File: src/rtl/ps2_scan_receiver.sv
`default_nettype none
// ============================================================================
//  Module   : ps2_scan_receiver
//  Purpose  : PS/2 keyboard front end. Synchronises and de-glitches the raw
//             PS/2 clock/data lines, deserialises 11-bit device-to-host
//             frames, folds the E0 (extended) and F0 (break) prefixes into
//             complete key events and tracks the currently held key.
//
//  Parameters
//    FILTER_LEN      consecutive equal synced samples before the filtered
//                    PS/2 clock is allowed to change level
//    TIMEOUT_CYCLES  idle clk cycles tolerated between falling edges inside
//                    a frame before the frame is abandoned
//
//  Ports
//    clk        in   1   system clock
//    rst        in   1   asynchronous, active-high reset
//    ps2_clk    in   1   raw PS/2 clock from the connector
//    ps2_data   in   1   raw PS/2 data from the connector
//    xkey       out  16  held key {E0/00, scan code}; 0 when nothing is held
//    key_code   out  16  code of the most recent event, same format as xkey
//    key_valid  out  1   one-cycle strobe: key_code/key_break were updated
//    key_break  out  1   1 = most recent event was a release
//    frame_err  out  1   one-cycle strobe on parity, stop-bit or timeout error
//
//  Revision : 1.0  initial release
// ============================================================================
module ps2_scan_receiver #(
    parameter int FILTER_LEN     = 8,
    parameter int TIMEOUT_CYCLES = 100000
) (
    input  logic        clk,
    input  logic        rst,
    input  logic        ps2_clk,
    input  logic        ps2_data,
    output logic [15:0] xkey,
    output logic [15:0] key_code,
    output logic        key_valid,
    output logic        key_break,
    output logic        frame_err
);

    // ------------------------------------------------------------------------
    // Derived constants
    // ------------------------------------------------------------------------
    localparam int                  c_flt_w   = (FILTER_LEN > 1) ? $clog2(FILTER_LEN) : 1;
    localparam logic [c_flt_w-1:0]  c_flt_max = c_flt_w'(FILTER_LEN - 1);
    localparam int                  c_to_w    = $clog2(TIMEOUT_CYCLES + 1);
    localparam logic [c_to_w-1:0]   c_to_max  = c_to_w'(TIMEOUT_CYCLES - 1);

    localparam logic [7:0]          c_byte_ext = 8'hE0;
    localparam logic [7:0]          c_byte_brk = 8'hF0;

    // Frame deserialiser states
    localparam logic [0:0] F_IDLE  = 1'b0;
    localparam logic [0:0] F_SHIFT = 1'b1;

    // Prefix decoder states
    localparam logic [1:0] P_NONE    = 2'd0;
    localparam logic [1:0] P_EXT     = 2'd1;
    localparam logic [1:0] P_BRK     = 2'd2;
    localparam logic [1:0] P_EXT_BRK = 2'd3;

    // ------------------------------------------------------------------------
    // Two-flop synchronisers. They reset to 1 so that a reset with the bus
    // idle does not look like a clock edge once it is released.
    // ------------------------------------------------------------------------
    logic r_clk_s1;
    logic r_clk_s2;
    logic r_data_s1;
    logic r_data_s2;

    always_ff @(posedge clk or posedge rst) begin
        if (rst) begin
            r_clk_s1  <= 1'b1;
            r_clk_s2  <= 1'b1;
            r_data_s1 <= 1'b1;
            r_data_s2 <= 1'b1;
        end else begin
            r_clk_s1  <= ps2_clk;
            r_clk_s2  <= r_clk_s1;
            r_data_s1 <= ps2_data;
            r_data_s2 <= r_data_s1;
        end
    end

    // ------------------------------------------------------------------------
    // PS/2 clock glitch filter. The counter tracks how many consecutive synced
    // samples disagree with the filtered level; the filtered level flips on
    // the FILTER_LEN-th disagreeing sample. Any agreeing sample restarts the
    // count, so short spikes never reach the deserialiser.
    // ------------------------------------------------------------------------
    logic                r_clk_flt;
    logic [c_flt_w-1:0]  r_flt_cnt;
    logic                w_flt_flip;
    logic                w_fall;

    assign w_flt_flip = (r_clk_s2 != r_clk_flt) && (r_flt_cnt == c_flt_max);
    // Falling edge is flagged in the cycle the filtered level is about to drop,
    // so data is sampled from the same synchroniser stage in that cycle.
    assign w_fall     = w_flt_flip && r_clk_flt;

    always_ff @(posedge clk or posedge rst) begin
        if (rst) begin
            r_clk_flt <= 1'b1;
            r_flt_cnt <= '0;
        end else if (r_clk_s2 == r_clk_flt) begin
            r_flt_cnt <= '0;
        end else if (w_flt_flip) begin
            r_clk_flt <= r_clk_s2;
            r_flt_cnt <= '0;
        end else begin
            r_flt_cnt <= r_flt_cnt + 1'b1;
        end
    end

    // ------------------------------------------------------------------------
    // Frame deserialiser.
    //   r_bit_cnt counts falls after the start bit: 0..7 data (LSB first),
    //   8 parity, 9 stop. A completed good byte is handed to the prefix
    //   decoder as a one-cycle r_byte_rdy strobe; a bad frame or an
    //   inter-edge timeout raises frame_err instead.
    // ------------------------------------------------------------------------
    logic [0:0]         r_fstate;
    logic [3:0]         r_bit_cnt;
    logic [7:0]         r_shift;
    logic               r_par_ok;
    logic [c_to_w-1:0]  r_to_cnt;
    logic               r_byte_rdy;
    logic [7:0]         r_byte;
    logic               r_frame_err;

    always_ff @(posedge clk or posedge rst) begin
        if (rst) begin
            r_fstate    <= F_IDLE;
            r_bit_cnt   <= 4'd0;
            r_shift     <= 8'h00;
            r_par_ok    <= 1'b0;
            r_to_cnt    <= '0;
            r_byte_rdy  <= 1'b0;
            r_byte      <= 8'h00;
            r_frame_err <= 1'b0;
        end else begin
            r_byte_rdy  <= 1'b0;
            r_frame_err <= 1'b0;

            case (r_fstate)
                F_IDLE: begin
                    r_to_cnt <= '0;
                    // A fall with data high is not a start bit; ignore it.
                    if (w_fall && !r_data_s2) begin
                        r_fstate  <= F_SHIFT;
                        r_bit_cnt <= 4'd0;
                    end
                end

                F_SHIFT: begin
                    if (w_fall) begin
                        // An edge arriving on the limit cycle still counts.
                        r_to_cnt  <= '0;
                        r_bit_cnt <= r_bit_cnt + 4'd1;
                        if (r_bit_cnt < 4'd8) begin
                            r_shift <= {r_data_s2, r_shift[7:1]};
                        end else if (r_bit_cnt == 4'd8) begin
                            // Odd parity over data and parity bit.
                            r_par_ok <= ^{r_shift, r_data_s2};
                        end else begin
                            r_fstate <= F_IDLE;
                            if (r_par_ok && r_data_s2) begin
                                r_byte_rdy <= 1'b1;
                                r_byte     <= r_shift;
                            end else begin
                                r_frame_err <= 1'b1;
                            end
                        end
                    end else if (r_to_cnt == c_to_max) begin
                        r_fstate    <= F_IDLE;
                        r_to_cnt    <= '0;
                        r_frame_err <= 1'b1;
                    end else begin
                        r_to_cnt <= r_to_cnt + 1'b1;
                    end
                end

                default: begin
                    r_fstate <= F_IDLE;
                end
            endcase
        end
    end

    // ------------------------------------------------------------------------
    // Prefix decoder. E0 and F0 accumulate into the state; any other byte is
    // a code byte that closes the sequence with one event. Keyboard status
    // replies are only meaningful outside a sequence, so they are dropped
    // there and treated as ordinary codes anywhere else.
    // ------------------------------------------------------------------------
    logic [1:0]  r_pstate;
    logic [1:0]  w_pnext;
    logic        w_emit;
    logic        w_ext;
    logic        w_brk;
    logic        w_nonkey;
    logic [15:0] w_code;

    always_comb begin
        w_nonkey = 1'b0;
        case (r_byte)
            8'hAA, 8'hFA, 8'hEE, 8'hFE,
            8'hFC, 8'h00, 8'hFF, 8'hE1: w_nonkey = 1'b1;
            default:                    w_nonkey = 1'b0;
        endcase
    end

    always_comb begin
        w_pnext = r_pstate;
        w_emit  = 1'b0;
        w_ext   = (r_pstate == P_EXT) || (r_pstate == P_EXT_BRK);
        w_brk   = (r_pstate == P_BRK) || (r_pstate == P_EXT_BRK);

        if (r_byte_rdy) begin
            case (r_pstate)
                P_NONE: begin
                    if (r_byte == c_byte_ext) begin
                        w_pnext = P_EXT;
                    end else if (r_byte == c_byte_brk) begin
                        w_pnext = P_BRK;
                    end else if (!w_nonkey) begin
                        w_emit = 1'b1;
                    end
                end
                P_EXT: begin
                    if (r_byte == c_byte_ext) begin
                        w_pnext = P_EXT;
                    end else if (r_byte == c_byte_brk) begin
                        w_pnext = P_EXT_BRK;
                    end else begin
                        w_emit = 1'b1;
                    end
                end
                P_BRK: begin
                    // E0 after a bare F0 is taken as a code byte.
                    if (r_byte != c_byte_brk) begin
                        w_emit = 1'b1;
                    end
                end
                P_EXT_BRK: begin
                    if (r_byte == c_byte_ext) begin
                        w_pnext = P_EXT;
                    end else if (r_byte != c_byte_brk) begin
                        w_emit = 1'b1;
                    end
                end
                default: begin
                    w_pnext = P_NONE;
                end
            endcase

            if (w_emit) begin
                w_pnext = P_NONE;
            end
        end
    end

    assign w_code = {(w_ext ? 8'hE0 : 8'h00), r_byte};

    // ------------------------------------------------------------------------
    // Event registers and held-key tracking. A make always takes over xkey
    // (typematic repeats included); a break only releases xkey if it names
    // the key currently held.
    // ------------------------------------------------------------------------
    logic [15:0] r_xkey;
    logic [15:0] r_key_code;
    logic        r_key_valid;
    logic        r_key_break;

    always_ff @(posedge clk or posedge rst) begin
        if (rst) begin
            r_pstate    <= P_NONE;
            r_xkey      <= 16'h0000;
            r_key_code  <= 16'h0000;
            r_key_valid <= 1'b0;
            r_key_break <= 1'b0;
        end else begin
            r_key_valid <= 1'b0;

            // A broken frame abandons any partially received sequence.
            if (r_frame_err) begin
                r_pstate <= P_NONE;
            end else begin
                r_pstate <= w_pnext;
            end

            if (w_emit && !r_frame_err) begin
                r_key_code  <= w_code;
                r_key_break <= w_brk;
                r_key_valid <= 1'b1;
                if (!w_brk) begin
                    r_xkey <= w_code;
                end else if (w_code == r_xkey) begin
                    r_xkey <= 16'h0000;
                end
            end
        end
    end

    assign xkey      = r_xkey;
    assign key_code  = r_key_code;
    assign key_valid = r_key_valid;
    assign key_break = r_key_break;
    assign frame_err = r_frame_err;

endmodule
`default_nettype wire
File: config.mk
export PLATFORM = sky130hd
export DESIGN_NAME = ps2_scan_receiver
export DESIGN_NICKNAME = d
export VERILOG_FILES = /design/src/rtl/ps2_scan_receiver.sv
export SDC_FILE = /design/constraint.sdc
export NUM_CORES = 1
export LEC_CHECK = 0
export BUFFER_PORTS_ARGS = -buffer_cell sky130_fd_sc_hd__buf_4
export CAP_MARGIN = 20
export CELL_PAD_IN_SITES_DETAIL_PLACEMENT = 1
export CELL_PAD_IN_SITES_GLOBAL_PLACEMENT = 1
export CORE_MARGIN = 2
export CORE_UTILIZATION = 42
export DETAILED_ROUTE_END_ITERATION = 7
export PLACE_DENSITY_LB_ADDON = 0.1
export SLEW_MARGIN = 10
export SYNTH_ARGS = -nofsm -noshare
export SYNTH_HDL_FRONTEND = slang
export SYNTH_SLANG_ARGS = --single-unit
File: constraint.sdc
create_clock -name clk -period 2.4 [get_ports clk]
set_input_delay 0.72 -clock clk [delete_from_list [all_inputs] [get_ports clk]]
set_output_delay 0.72 -clock clk [all_outputs]
set_load 0.005 [all_outputs]
==> qor.csv <==
stage;metric;value;unit
yosys;avgSynthCellArea;11.7;sq um
flow_run;cap_viol_max_count;0;
yosys;synth_edf_count;0;
timing;post-route-period-util;95.1;%
timing;holdWs;360;ps
detailed_routing;finalWirelength;6.84;mm
global_route;grt_pass1_wl;11.6;mm
place;hpwl;4.85;mm
critical_path;critPathKind;reg -> reg;
floorplan;die_w;94.2;um
detailed_routing;wl_per_cell;15.7;um
cells_and_area;utilization;49.6;%
critical_path;crit_path_end_kind;register;
global_route;grt_max_degree;48;
global_route;overflow;0;
yosys;synth_area;0.00342;sq mm
power;leakagePower;0.00186;uW
floorplan;die_area;0.00888;sq mm
critical_path;cp.arrival;2510;ps
status;status;finished, final reports clean;
timing;timing.fmax;438;MHz
critical_path;worstPathRequired;2630;ps
floorplan;pin_count;39;
timing;min_period;2280;ps
yosys;synth_seq_cells;71;
detailed_routing;ant_nets;0;
cells_and_area;final_nets;339;
clock_tree;hold_buffers;0;
detailed_routing;first_iter_violations;60;
clock_tree;htreeDepth;3;
critical_path;crit_fanout;8;
clock_tree;clk_pin_slew;70;ps
detailed_routing;drc;0;
detailed_routing;num_vias;2207;
power;max-vdd-ir-drop;0.000294;V
cells_and_area;layout_commonest_cell;dfrtp_1;
clock_tree;cts_tree;done;
clock_tree;insertion_delay;340;ps
clock_tree;cts_root_buffer;clkbuf_8;
global_route;antenna_found_initial;0;
power;powerDensity;545;mW/mm^2
timing;setup_slack;117;ps
cells_and_area;diodes;0;
yosys;synthArstFlopShare;100;%
detailed_routing;vias_per_cell;5.07;
timing;worstMarginPinSlew;601;ps
yosys;synthFlopType;dfrtp_1;
min_path;hp-class;reg -> reg;
cells_and_area;n_fill_cell;854;
floorplan;rows;32;
cells_and_area;drive_above_1_share;28.2;%
timing;tns;0;ps
timing;maxSlewViolCount;0;
place;gp_congestion;0.738;
timing;setup_viol;0;
clock_tree;post_cts_buffers;0;
yosys;yosysUniqueCellTypes;46;
timing;finClkSkew;8.04;ps
yosys;syn_inst;292;
cells_and_area;syn2layout_area_growth;13.3;%
global_route;grt_usage;17.1;%
timing;slew-limit-headroom;59.9;%
timing;hold_viol;0;
place;dp_slack;16.5;ps
yosys;yosys_warnings;0;
critical_path;startpoint_type;register;
floorplan;initial_core_util;43.8;%
clock_tree;clock_path_buffers;2;
cells_and_area;mostFrequentLayoutCells;dfrtp_1, buf_4, nor2_1;
floorplan;die_y;94.2;um
timing;rsz0062_at_grt;no;
clock_tree;clock-sinks;71;
clock_tree;post_cts_resized;0;
yosys;seq_area_frac_synth;52.1;%
floorplan;core_area;0.00781;sq mm
global_route;grt_pass1_vias;2281;
clock_tree;cts_buffers;9;
detailed_routing;first_pass_iters;4;
place;io_buffers;28;
## synthesized netlist by cell type (2+ instances only)
cell       instances  area share, %
dfrtp_1           66             48
nor2_1            28            3.1
mux2_2            19            6.3
xor2_1            19            4.9
nand2_1           16            1.8
buf_4             15            3.3
xnor2_1           15            3.8
a22o_1            10            2.6
mux2_4             9            4.0
nand3_1            9            1.3
nor3_1             8            1.2
inv_1              6           0.66
dfstp_2            5            3.8
ha_1               5            1.8
nand4_1            4           0.73
nor4_1             4           0.73
o21ai_0            4           0.59
a21o_1             3           0.66
buf_2              3           0.44
buf_6              3           0.99
clkbuf_1           3           0.33
nand2b_1           3           0.55
or4_1              3           0.66
a32o_1             2           0.59
and3_1             2           0.37
and4_1             2           0.51
nor2b_1            2           0.37
nor3_2             2           0.59
nor4bb_1           2           0.59
o211ai_1           2           0.44
o2bb2ai_1          2           0.51
or2_2              2           0.37
## report_power, final
part           internal (uW)  leakage, uW  switching, uW  total, uW
sequential              1230     0.000972           17.6       1250
combinational           36.5     0.000815           49.9       86.4
clock                    361    0.0000761            411        773
## per-layer routing
layer	vias up	GRT usage [%]	wire, um
li1	1061	-	-
met1	1100	22.7	3190
met2	36	26.7	3280
met3	10	4.17	242
met4	0	7.49	118
met5	-	0	0
## per-stage QoR
stage               area (sq um)  total power [uW]  std cells
global route                3870              2220        435
detailed placement          3720              1370        420
floorplan                   3460              1350        301
CTS                         3870              2160        434
finish                      3870              2110        435
global placement            3720              1360        420
## path summary, 6_finish.rpt
kind	slack, ps	startpoint	cells past startpoint	end
setup / recovery	120	r_byte[2]	6	key_break
hold / removal	360	r_data_s1	0	r_data_s2
setup reg to reg	120	r_byte[2]	6	key_break
hold reg to reg	360	r_data_s1	0	r_data_s2
max in group asynchronous	1430	rst	3	r_to_cnt[13]
min in group asynchronous	450	rst	3	key_code[1]
## registers in the layout (all words and copies together), names as in the netlist, 2 cells and up
signal and count:
r_to_cnt 17, key_code 9, xkey 9, r_byte 8, r_shift 8, r_bit_cnt 4
r_flt_cnt 3, r_pstate 2
## final cells by class
class	instances	area, sq um	area share (%)
clock buffer	12	135	3.49
timing repair buffer	43	323	8.33
multi-input combinational	199	1470	37.9
sequential	71	1780	46.0
tap	102	128	3.29
inverter	6	26.3	0.678
clock inverter	2	10.0	0.258
## cell families (layout without fill, tap and decap cells)
group           count (synthesis)  after routing  synth area share, %
buf+inv                        31             63                 5.85
fa+ha+maj                       5              5                 1.83
simple gates                   90             90                 13.4
xor+xnor                       34             34                 8.71
other cells                     1             10                0.110
mux                            29             29                 10.5
compound gates                 31             31                 7.46
flops                          71             71                 52.1
## worst max-delay path, cell delays in order (launching register included)
cell and delay (ps):
dfrtp_1 490, or4_1 590, a21o_1 190, a21oi_2 250, nor3_2 140, buf_4 200
mux2_4 300
(Power assumes the default switching activity.)
